File: src/rtl/booth_pkg.sv
// booth_pkg: shared definitions for the sequential Booth multiplier.
//   state_t         controller FSM states (IDLE, STEP, DONE)
//   BOOTH_SUB/ADD   {Q[0],Qm1} pair codes selecting subtract / add of M
//   BOOTH_W_DEFAULT default operand width
package booth_pkg;

  typedef enum logic [1:0] {
    IDLE = 2'd0,
    STEP = 2'd1,
    DONE = 2'd2
  } state_t;

  localparam logic [1:0] BOOTH_SUB = 2'b10;
  localparam logic [1:0] BOOTH_ADD = 2'b01;

  localparam int unsigned BOOTH_W_DEFAULT = 4;

endpackage

File: src/rtl/booth_step.sv
// booth_step: one combinational radix-2 Booth step.
// Adds or subtracts M into A as selected by {Q[0],Qm1}, then arithmetic-shifts
// {A,Q,Qm1} right by one bit.
//   a        [W:0]    partial-product high part (W+1 bits)
//   q        [W-1:0]  multiplier / low product bits
//   qm1               previously shifted-out multiplier bit
//   m        [W:0]    sign-extended multiplicand
//   a_next, q_next, qm1_next   register values after the step
module booth_step
  import booth_pkg::*;
#(
  parameter int W = BOOTH_W_DEFAULT
) (
  input  logic [W:0]   a,
  input  logic [W-1:0] q,
  input  logic         qm1,
  input  logic [W:0]   m,
  output logic [W:0]   a_next,
  output logic [W-1:0] q_next,
  output logic         qm1_next
);

  logic [W:0] sum;

  always_comb begin
    sum = a;
    unique case ({q[0], qm1})
      BOOTH_SUB: sum = a - m;
      BOOTH_ADD: sum = a + m;
      default:   sum = a;
    endcase
  end

  // Arithmetic shift of the concatenation {sum, q, qm1}.
  assign a_next   = {sum[W], sum[W:1]};
  assign q_next   = {sum[0], q[W-1:1]};
  assign qm1_next = q[0];

endmodule

File: src/rtl/booth_seq_ctrl.sv
// booth_seq_ctrl: multi-cycle radix-2 Booth signed multiplier sequencer.
// Accepts an operand pair on a valid/ready handshake, performs one Booth step
// per clock through a single booth_step datapath, and presents the 2W-bit
// signed product on a valid/ready handshake.
//   clk, rst_n            clock, asynchronous active-low reset
//   in_valid / in_ready   operand handshake (in_ready high only in IDLE)
//   m, q      [W-1:0]     signed multiplicand / multiplier, sampled on accept
//   out_valid / out_ready product handshake (out_valid high only in DONE)
//   p         [2W-1:0]    signed product m*q, zero outside DONE
//   busy                  high in STEP or DONE
// Optional macro BOOTH_EARLY_TERM_EN: finish in one cycle once the remaining
// multiplier bits and Qm1 are all equal (no further adds needed).
module booth_seq_ctrl #(
  parameter int W = booth_pkg::BOOTH_W_DEFAULT
) (
  input  logic             clk,
  input  logic             rst_n,
  input  logic             in_valid,
  output logic             in_ready,
  input  logic [W-1:0]     m,
  input  logic [W-1:0]     q,
  output logic             out_valid,
  input  logic             out_ready,
  output logic [2*W-1:0]   p,
  output logic             busy
);
  import booth_pkg::*;

  localparam int CW = $clog2(W + 1);

  state_t         state_r, state_n;
  logic [W:0]     a_r, a_n;
  logic [W:0]     m_r, m_n;
  logic [W-1:0]   q_r, q_n;
  logic           qm1_r, qm1_n;
  logic [CW-1:0]  cnt_r, cnt_n;

  logic [W:0]     st_a;
  logic [W-1:0]   st_q;
  logic           st_qm1;

  booth_step #(.W(W)) u_step (
    .a        (a_r),
    .q        (q_r),
    .qm1      (qm1_r),
    .m        (m_r),
    .a_next   (st_a),
    .q_next   (st_q),
    .qm1_next (st_qm1)
  );

`ifdef BOOTH_EARLY_TERM_EN
  // The low cnt_r bits of Q are the ones not yet examined; if they all match
  // Qm1, every remaining step is a pure shift and can be collapsed.
  logic                uniform;
  logic signed [2*W:0] ext_sh;

  always_comb begin
    uniform = 1'b1;
    for (int unsigned i = 0; i < W; i++) begin
      if (i < 32'(cnt_r) && q_r[i] != qm1_r) uniform = 1'b0;
    end
  end

  assign ext_sh = $signed({a_r, q_r}) >>> cnt_r;
`endif

  always_ff @(posedge clk or negedge rst_n) begin
    if (!rst_n) begin
      state_r <= IDLE;
      a_r     <= '0;
      m_r     <= '0;
      q_r     <= '0;
      qm1_r   <= 1'b0;
      cnt_r   <= '0;
    end else begin
      state_r <= state_n;
      a_r     <= a_n;
      m_r     <= m_n;
      q_r     <= q_n;
      qm1_r   <= qm1_n;
      cnt_r   <= cnt_n;
    end
  end

  always_comb begin
    state_n = state_r;
    a_n     = a_r;
    m_n     = m_r;
    q_n     = q_r;
    qm1_n   = qm1_r;
    cnt_n   = cnt_r;
    unique case (state_r)
      IDLE: begin
        if (in_valid) begin
          a_n     = '0;
          m_n     = {m[W-1], m};
          q_n     = q;
          qm1_n   = 1'b0;
          cnt_n   = CW'(W);
          state_n = STEP;
        end
      end
      STEP: begin
`ifdef BOOTH_EARLY_TERM_EN
        if (uniform) begin
          // Qm1 already equals the bits shifted past it, so it is left as is.
          a_n     = ext_sh[2*W:W];
          q_n     = ext_sh[W-1:0];
          cnt_n   = '0;
          state_n = DONE;
        end else begin
`else
        begin
`endif
          a_n   = st_a;
          q_n   = st_q;
          qm1_n = st_qm1;
          cnt_n = cnt_r - CW'(1);
          if (cnt_r == CW'(1)) state_n = DONE;
        end
      end
      DONE: begin
        if (out_ready) state_n = IDLE;
      end
      default: state_n = IDLE;
    endcase
  end

  assign in_ready  = (state_r == IDLE);
  assign out_valid = (state_r == DONE);
  assign busy      = (state_r != IDLE);
  assign p         = (state_r == DONE) ? {a_r[W-1:0], q_r} : '0;

endmodule

File: config.mk
export PLATFORM = sky130hd
export DESIGN_NAME = booth_seq_ctrl
export DESIGN_NICKNAME = d
export VERILOG_FILES = /design/src/rtl/booth_pkg.sv /design/src/rtl/booth_step.sv /design/src/rtl/booth_seq_ctrl.sv
export SDC_FILE = /design/constraint.sdc
export NUM_CORES = 1
export LEC_CHECK = 0
export BUFFER_PORTS_ARGS = -buffer_cell sky130_fd_sc_hd__buf_2
export CORE_UTILIZATION = 50
export DETAILED_ROUTE_END_ITERATION = 16
export PLACE_DENSITY = 0.73
export SYNTH_ARGS = -nofsm -noshare
export SYNTH_HDL_FRONTEND = slang
export SYNTH_SLANG_ARGS = --single-unit
File: constraint.sdc
create_clock -name clk -period 3.3 [get_ports clk]
set_clock_uncertainty 0.2 [all_clocks]
set_input_delay 0.165 -clock clk [delete_from_list [all_inputs] [get_ports clk]]
set_output_delay 0.165 -clock clk [all_outputs]
set_load 0.02 [all_outputs]
==> out/metrics.yaml, run 1 <==
crit_required_ns: 3.33
finalWorstSetupSlack_ns: 0.7450
hp-class: "input pin to flip-flop"
avgViaCountPerCell: 5.230
dr.pass1.iters: 4
synth_area_per_cell_um2: 8.798
intPower_uw: 800.8
drcViolationCount: 0
cts-root-buf: "clkbuf_4"
hold_viol: 0
start_util_pct: 54.83
grt_pass1_wl_um: 4084
worst_slew_pin_slew_ns: 0.6021
ys_ff_latch: 18
area_delta_synth_final_pct: 22.46
min_path_cells: 4
synth.distinct_cells: 30
end_kind: "flip-flop"
crit_family: "adder cells"
critPathKind: "flip-flop to flip-flop"
rr_endpoint: "a_r[3]"
clock_path_buffers: 2
num_vias: 957
wl_um: 2377
slew_headroom_pct: 59.86
clock.fmax_mhz: 391.4
synthCells: 126
rsz0062_at_grt: "no"
grt_usage_pct: 22.67
h-tree-depth: 1
numCtsBuffers: 3
cp.depth: 8
drtIter0Drc: 16
fin_nets: 178
startpoint: "q_r[0]"
core-area_um2: 2022
ios: 23
die_w_um: 49.09
pwr-share-clk_pct: 9.8
swShare_pct: 44.01
worstPathArrival_ns: 2.59
post_cts_buffers: 0
ys.warnings.count: 0
clk_latency_ns: 0.30
io_buffers: 22
hpwl_um: 1662
clock-sinks: 18
status: "finished, final reports clean"
clk_pin_slew_ns: 0.11
die_h_um: 49.09
rows: 16
start_kind: "flip-flop"
antenna_found_initial: 0
combinationalPowerShare_pct: 59.4
power_frac_seq_pct: 30.7
setup_tns_ns: 0
fin_crit_sh_pct: 77.42
wl_per_cell_um: 12.99
finalPower_uw: 1430
crit_end: "a_r[3]"
drtAntennaViolNets: 0
syn_area_um2: 1109
cts_tree: "built"
cts_resized: 0
total_switching_power_uw: 629.5
p_leak_uw: 0.0007021
die_area_um2: 2409
synth_nets: 147
gp_congestion: 0.7735
r2r_slack_ns: 0.75
grt-ovfl-total: 0
mostFrequentLayoutCell: "buf_2"
yosysTopAreaCellShare_pct: 40.63
yosys-top-cells-area: "dfrtp_1 41%, ha_1 9.0%, nand2_1 6.4%"
setup_violations: 0
yosysTopAreaCell: "dfrtp_1"
r2r_cells: 8
ir_drop_uv: 575.2
drive_gt1_share_pct: 17.31
slew_viol_final: 0
cpPeakStageDelay_ns: 0.41
max_cap_viol_count: 0
crit_buf_inv: 1
cp_slowest_cell: "fa_1"
mostFrequentLayoutCells: "22 x buf_2, 19 x nand2_1, 18 x dfrtp_1"
reg2reg_from: "q_r[0]"
cts_hold_buf: 9
pre_cts_ws_ns: 0.7938
antenna_cells: 0
period_minus_slack_ns: 2.555
grt_pass1_vias: 964
grt_max_degree: 19
synth_seq_area_share_pct: 40.63
power_density_nw_per_um2: 1054
cp_max_fo: 5
path_cells: "inv_1 > ha_1 > mux2_2 > fa_1 > a21o_1 > a21oi_1 > xnor3_1 > mux2i_1"
synthesized netlist by cell type, drive strengths merged:
master and n:
nor2b 2, and3 1, a21oi 6, a31oi 5, fa 1, xnor2 1
nand2 19, xor2 2, dfrtp 18, a32o 1, xnor3 1, mux2i 2
a21o 2, o21bai 1, a211oi 2, nor3 1, o21ai 8, ha 8
mux2 1, nand3 3, nor2 12, buf 1, or4 1, nand2b 2
and2b 1, and2 10, inv 9, a32oi 1, clkbuf 4
final cells by class:
type                       instances  area (um^2)
multi-input combinational         94        603.1
timing repair buffer              31        200.2
sequential                        18        450.4
clock buffer                       4        36.28
inverter                           9        33.78
tap                               27        33.78
fill                             167        664.4
stage by stage:
| stage | utilization (%) | std cells | hold slack [ns] | area [um^2] |
|---|---|---|---|---|
| floorplan | - | 126 | -0.3306 | 1109 |
| global placement | 60.89 | 170 | -0.07583 | 1231 |
| detailed placement | 60.89 | 170 | -0.07483 | 1231 |
| CTS | 67.14 | 183 | 0.01555 | 1358 |
| global route | 67.14 | 183 | 0.07965 | 1358 |
| finish | 67.14 | 183 | 0.02353 | 1358 |
power groups by stage:
stage,logic (uW),registers (uW),clock network [uW]
6_report,850,439,141
5_1_grt,959,460,149
4_1_cts,847,438,144
3_5_place_dp,838,441,0
3_3_place_gp,788,438,0
2_1_floorplan,684,414,0
flip-flops by register name, summed over array words and instances, names as in the netlist:
register	flops
a_r	4
cnt_r	3
m_r	4
q_r	4
qm1_r	1
state_r	2
cells by family after synthesis:
kind of cell,share of synthesized area (%)
adder cells (fa/ha/maj),10.84
buffers and inverters,4.965
AO/OA/AOI/OAI,14.22
AND/OR/NAND/NOR,22.12
XOR/XNOR,4.402
flip-flops,40.63
multiplexers,2.822
metal layers:
layer | part of all wire [%] | vias to the layer above | GRT usage, %
met5 | 0 | - | 0
met4 | 1.9 | 0 | 11.27
met3 | 2.4 | 6 | 3.738
met2 | 49 | 19 | 38.58
met1 | 47 | 450 | 27.47
li1 | - | 482 | -
worst min path at each step:
stage / start / to / slack, ns
global placement: rst_n / q_r[2] / -0.08
finish: in_valid / q_r[0] / 0.02
CTS: in_valid / q_r[0] / 0.02
floorplan: rst_n / a_r[0] / -0.33
global route: in_valid / q_r[0] / 0.08
detailed placement: rst_n / q_r[2] / -0.07
worst reg2reg max path: cells and delay by family (launching register included):
family / cells / cell delay [ns]
buf+inv: 1 / 0.09
xor+xnor: 1 / 0.26
mux: 2 / 0.53
compound gates: 2 / 0.36
flops: 1 / 0.40
fa+ha+maj: 2 / 0.65
No activity file was read; power rests on OpenSTA's default activity.
==> inputs of run 2 (changes only) <==
--- a/config.mk
+++ b/config.mk
@@ -6,7 +6,7 @@
 export NUM_CORES = 1
 export LEC_CHECK = 0
 export BUFFER_PORTS_ARGS = -buffer_cell sky130_fd_sc_hd__buf_2
-export CORE_UTILIZATION = 50
+export CORE_UTILIZATION = 48
 export DETAILED_ROUTE_END_ITERATION = 16
 export PLACE_DENSITY = 0.73
 export SYNTH_ARGS = -nofsm -noshare
==> constraint.sdc (replaced) <==
create_clock -name clk -period 2.1 [get_ports clk]
set_clock_uncertainty 0.2 [all_clocks]
set_input_delay 0.105 -clock clk [delete_from_list [all_inputs] [get_ports clk]]
set_output_delay 0.105 -clock clk [all_outputs]
set_load 0.02 [all_outputs]
==> run 2 against run 1 <==
The run now ends with negative setup slack left. First-iteration DRC count up 31%. Clock-buffer cell count unchanged. Non-clock buffer count up 14. Die area up 4.0%. Global-route usage down 0.26 points. Flip-flop and latch count unchanged. Worst setup slack worse by 1.1 ns. Cell area up 13%.
==> out/metrics.yaml, run 2 (same netlist as run 1, synthesis figures left out) <==
setup_violations: 4
combinationalPowerShare_pct: 66.9
clock-sinks: 18
critPathKind: "flip-flop to flip-flop"
mostFrequentLayoutCells: "22 x buf_2, 19 x nand2_1, 18 x dfrtp_1"
die_h_um: 50.06
fin_nets: 192
grt_usage_pct: 22.41
drtIter0Drc: 21
fin_crit_sh_pct: 115.5
h-tree-depth: 1
swShare_pct: 41.59
grt-ovfl-total: 0
wl_per_cell_um: 13.45
placedCellCount: 181
hold_path_end: "q_r[0]"
finalPower_uw: 2795
num_vias: 989
wl_um: 2664
start_util_pct: 50.60
die_w_um: 50.06
slew_headroom_pct: 69.15
intPower_uw: 1632
dr.pass1.iters: 4
worstPathArrival_ns: 2.46
r2r_slack_ns: -0.33
pwr-share-clk_pct: 8.2
numCtsBuffers: 3
hpwl_um: 1621
ios: 23
clk_latency_ns: 0.30
rsz0062_at_grt: "yes"
ir_drop_uv: 1305
violations: "negative setup slack"
clock.fmax_mhz: 412.3
finalWorstSetupSlack_ns: -0.3253
antenna_cells: 0
worst_slew_pin_slew_ns: 0.4618
p_leak_uw: 0.0007801
grt_pass1_vias: 921
reg_top3: "a_r (4), m_r (4), q_r (4)"
drtAntennaViolNets: 0
clock_path_buffers: 2
grt_pass1_wl_um: 4140
grt_max_degree: 19
clk_pin_slew_ns: 0.12
max_cap_viol_count: 0
reg2reg_from: "m_r[1]"
drive_gt1_share_pct: 30.00
start_kind: "flip-flop"
power_density_nw_per_um2: 1819
worstHoldStart: "q[0]"
antenna_found_initial: 0
crit_required_ns: 2.13
power_frac_seq_pct: 24.9
utilization_pct: 70.13
avgViaCountPerCell: 4.995
cts_tree: "built"
gp_congestion: 0.7659
hp-class: "input pin to flip-flop"
period_minus_slack_ns: 2.425
setup_tns_ns: -0.8774
hold_viol: 0
core-area_um2: 2191
mostFrequentLayoutCell: "buf_2"
rows: 17
end_kind: "flip-flop"
drcViolationCount: 0
io_buffers: 22
r2r_cells: 8
rr_endpoint: "a_r[2]"
cts-root-buf: "clkbuf_4"
area_delta_synth_final_pct: 38.60
slew_viol_final: 0
total_switching_power_uw: 1162
status: "complete, but fails checks"
die_area_um2: 2506
cp_max_fo: 2
min_path_cells: 5
layout.cells.non_filler: 198
run 2: changes by cell type in the layout (fill, tap and decap cells not counted), sizes merged:
cell / previous run / this run
buf: 22 / 35
dlygate4sd3: 9 / 10
run 2: layout make-up:
type / instances / area, um^2
multi-input combinational: 94 / 673.1
fill: 173 / 654.4
sequential: 18 / 450.4
timing repair buffer: 45 / 307.8
clock buffer: 4 / 36.28
tap: 28 / 35.03
inverter: 9 / 33.78
run 2: timing repair:
action | CTS | global route
buffers inserted | 0 | 3
setup endpoints to repair | 3 | 3
pin swaps | 2 | 8
hold endpoints to repair | 27 | 0
cloned | 0 | 0
hold buffers | 10 | 0
gates resized for setup | 3 | 7
run 2: through the flow:
step / hold slack [ns] / setup slack [ns] / instance area, um^2
6_report: 0.01876 / -0.3253 / 1536
2_1_floorplan: -0.3906 / -0.1189 / 1127
3_5_place_dp: -0.1315 / -0.1716 / 1326
3_3_place_gp: -0.1394 / -0.1330 / 1326
5_1_grt: 0.07224 / -0.3990 / 1536
4_1_cts: 0.01161 / -0.2056 / 1474
run 2: metal layers:
metal | global-route usage [%] | vias to the layer above | routed length [um]
met1 | 29.08 | 452 | 1249
met4 | 8.571 | 0 | 48
met5 | 0 | - | 0
met3 | 3.704 | 6 | 63
met2 | 36.89 | 20 | 1302
li1 | - | 511 | -
run 2: how the worst max path moves through the flow:
stage,to,start
finish,a_r[2],m_r[1]
global route,a_r[2],m_r[1]
CTS,a_r[2],m_r[0]
detailed placement,a_r[2],m_r[0]
global placement,a_r[2],m_r[0]
floorplan,a_r[2],m_r[0]
run 2: power groups by stage:
| stage | Clock, uW | Combinational [uW] | Sequential [uW] |
|---|---|---|---|
| after global placement | 0 | 1510 | 676 |
| after floorplan | 0 | 1110 | 659 |
| after global routing | 245 | 2060 | 721 |
| after CTS | 231 | 1670 | 680 |
| after detailed placement | 0 | 1560 | 688 |
| final | 229 | 1870 | 695 |
run 2: critical path, cell delays in order (launching register included):
cell	delay (ns)
dfrtp_1	0.42
inv_1	0.12
ha_4	0.20
mux2_4	0.29
ha_4	0.26
a21o_1	0.11
a21oi_2	0.06
or4_4	0.51
a32oi_2	0.20
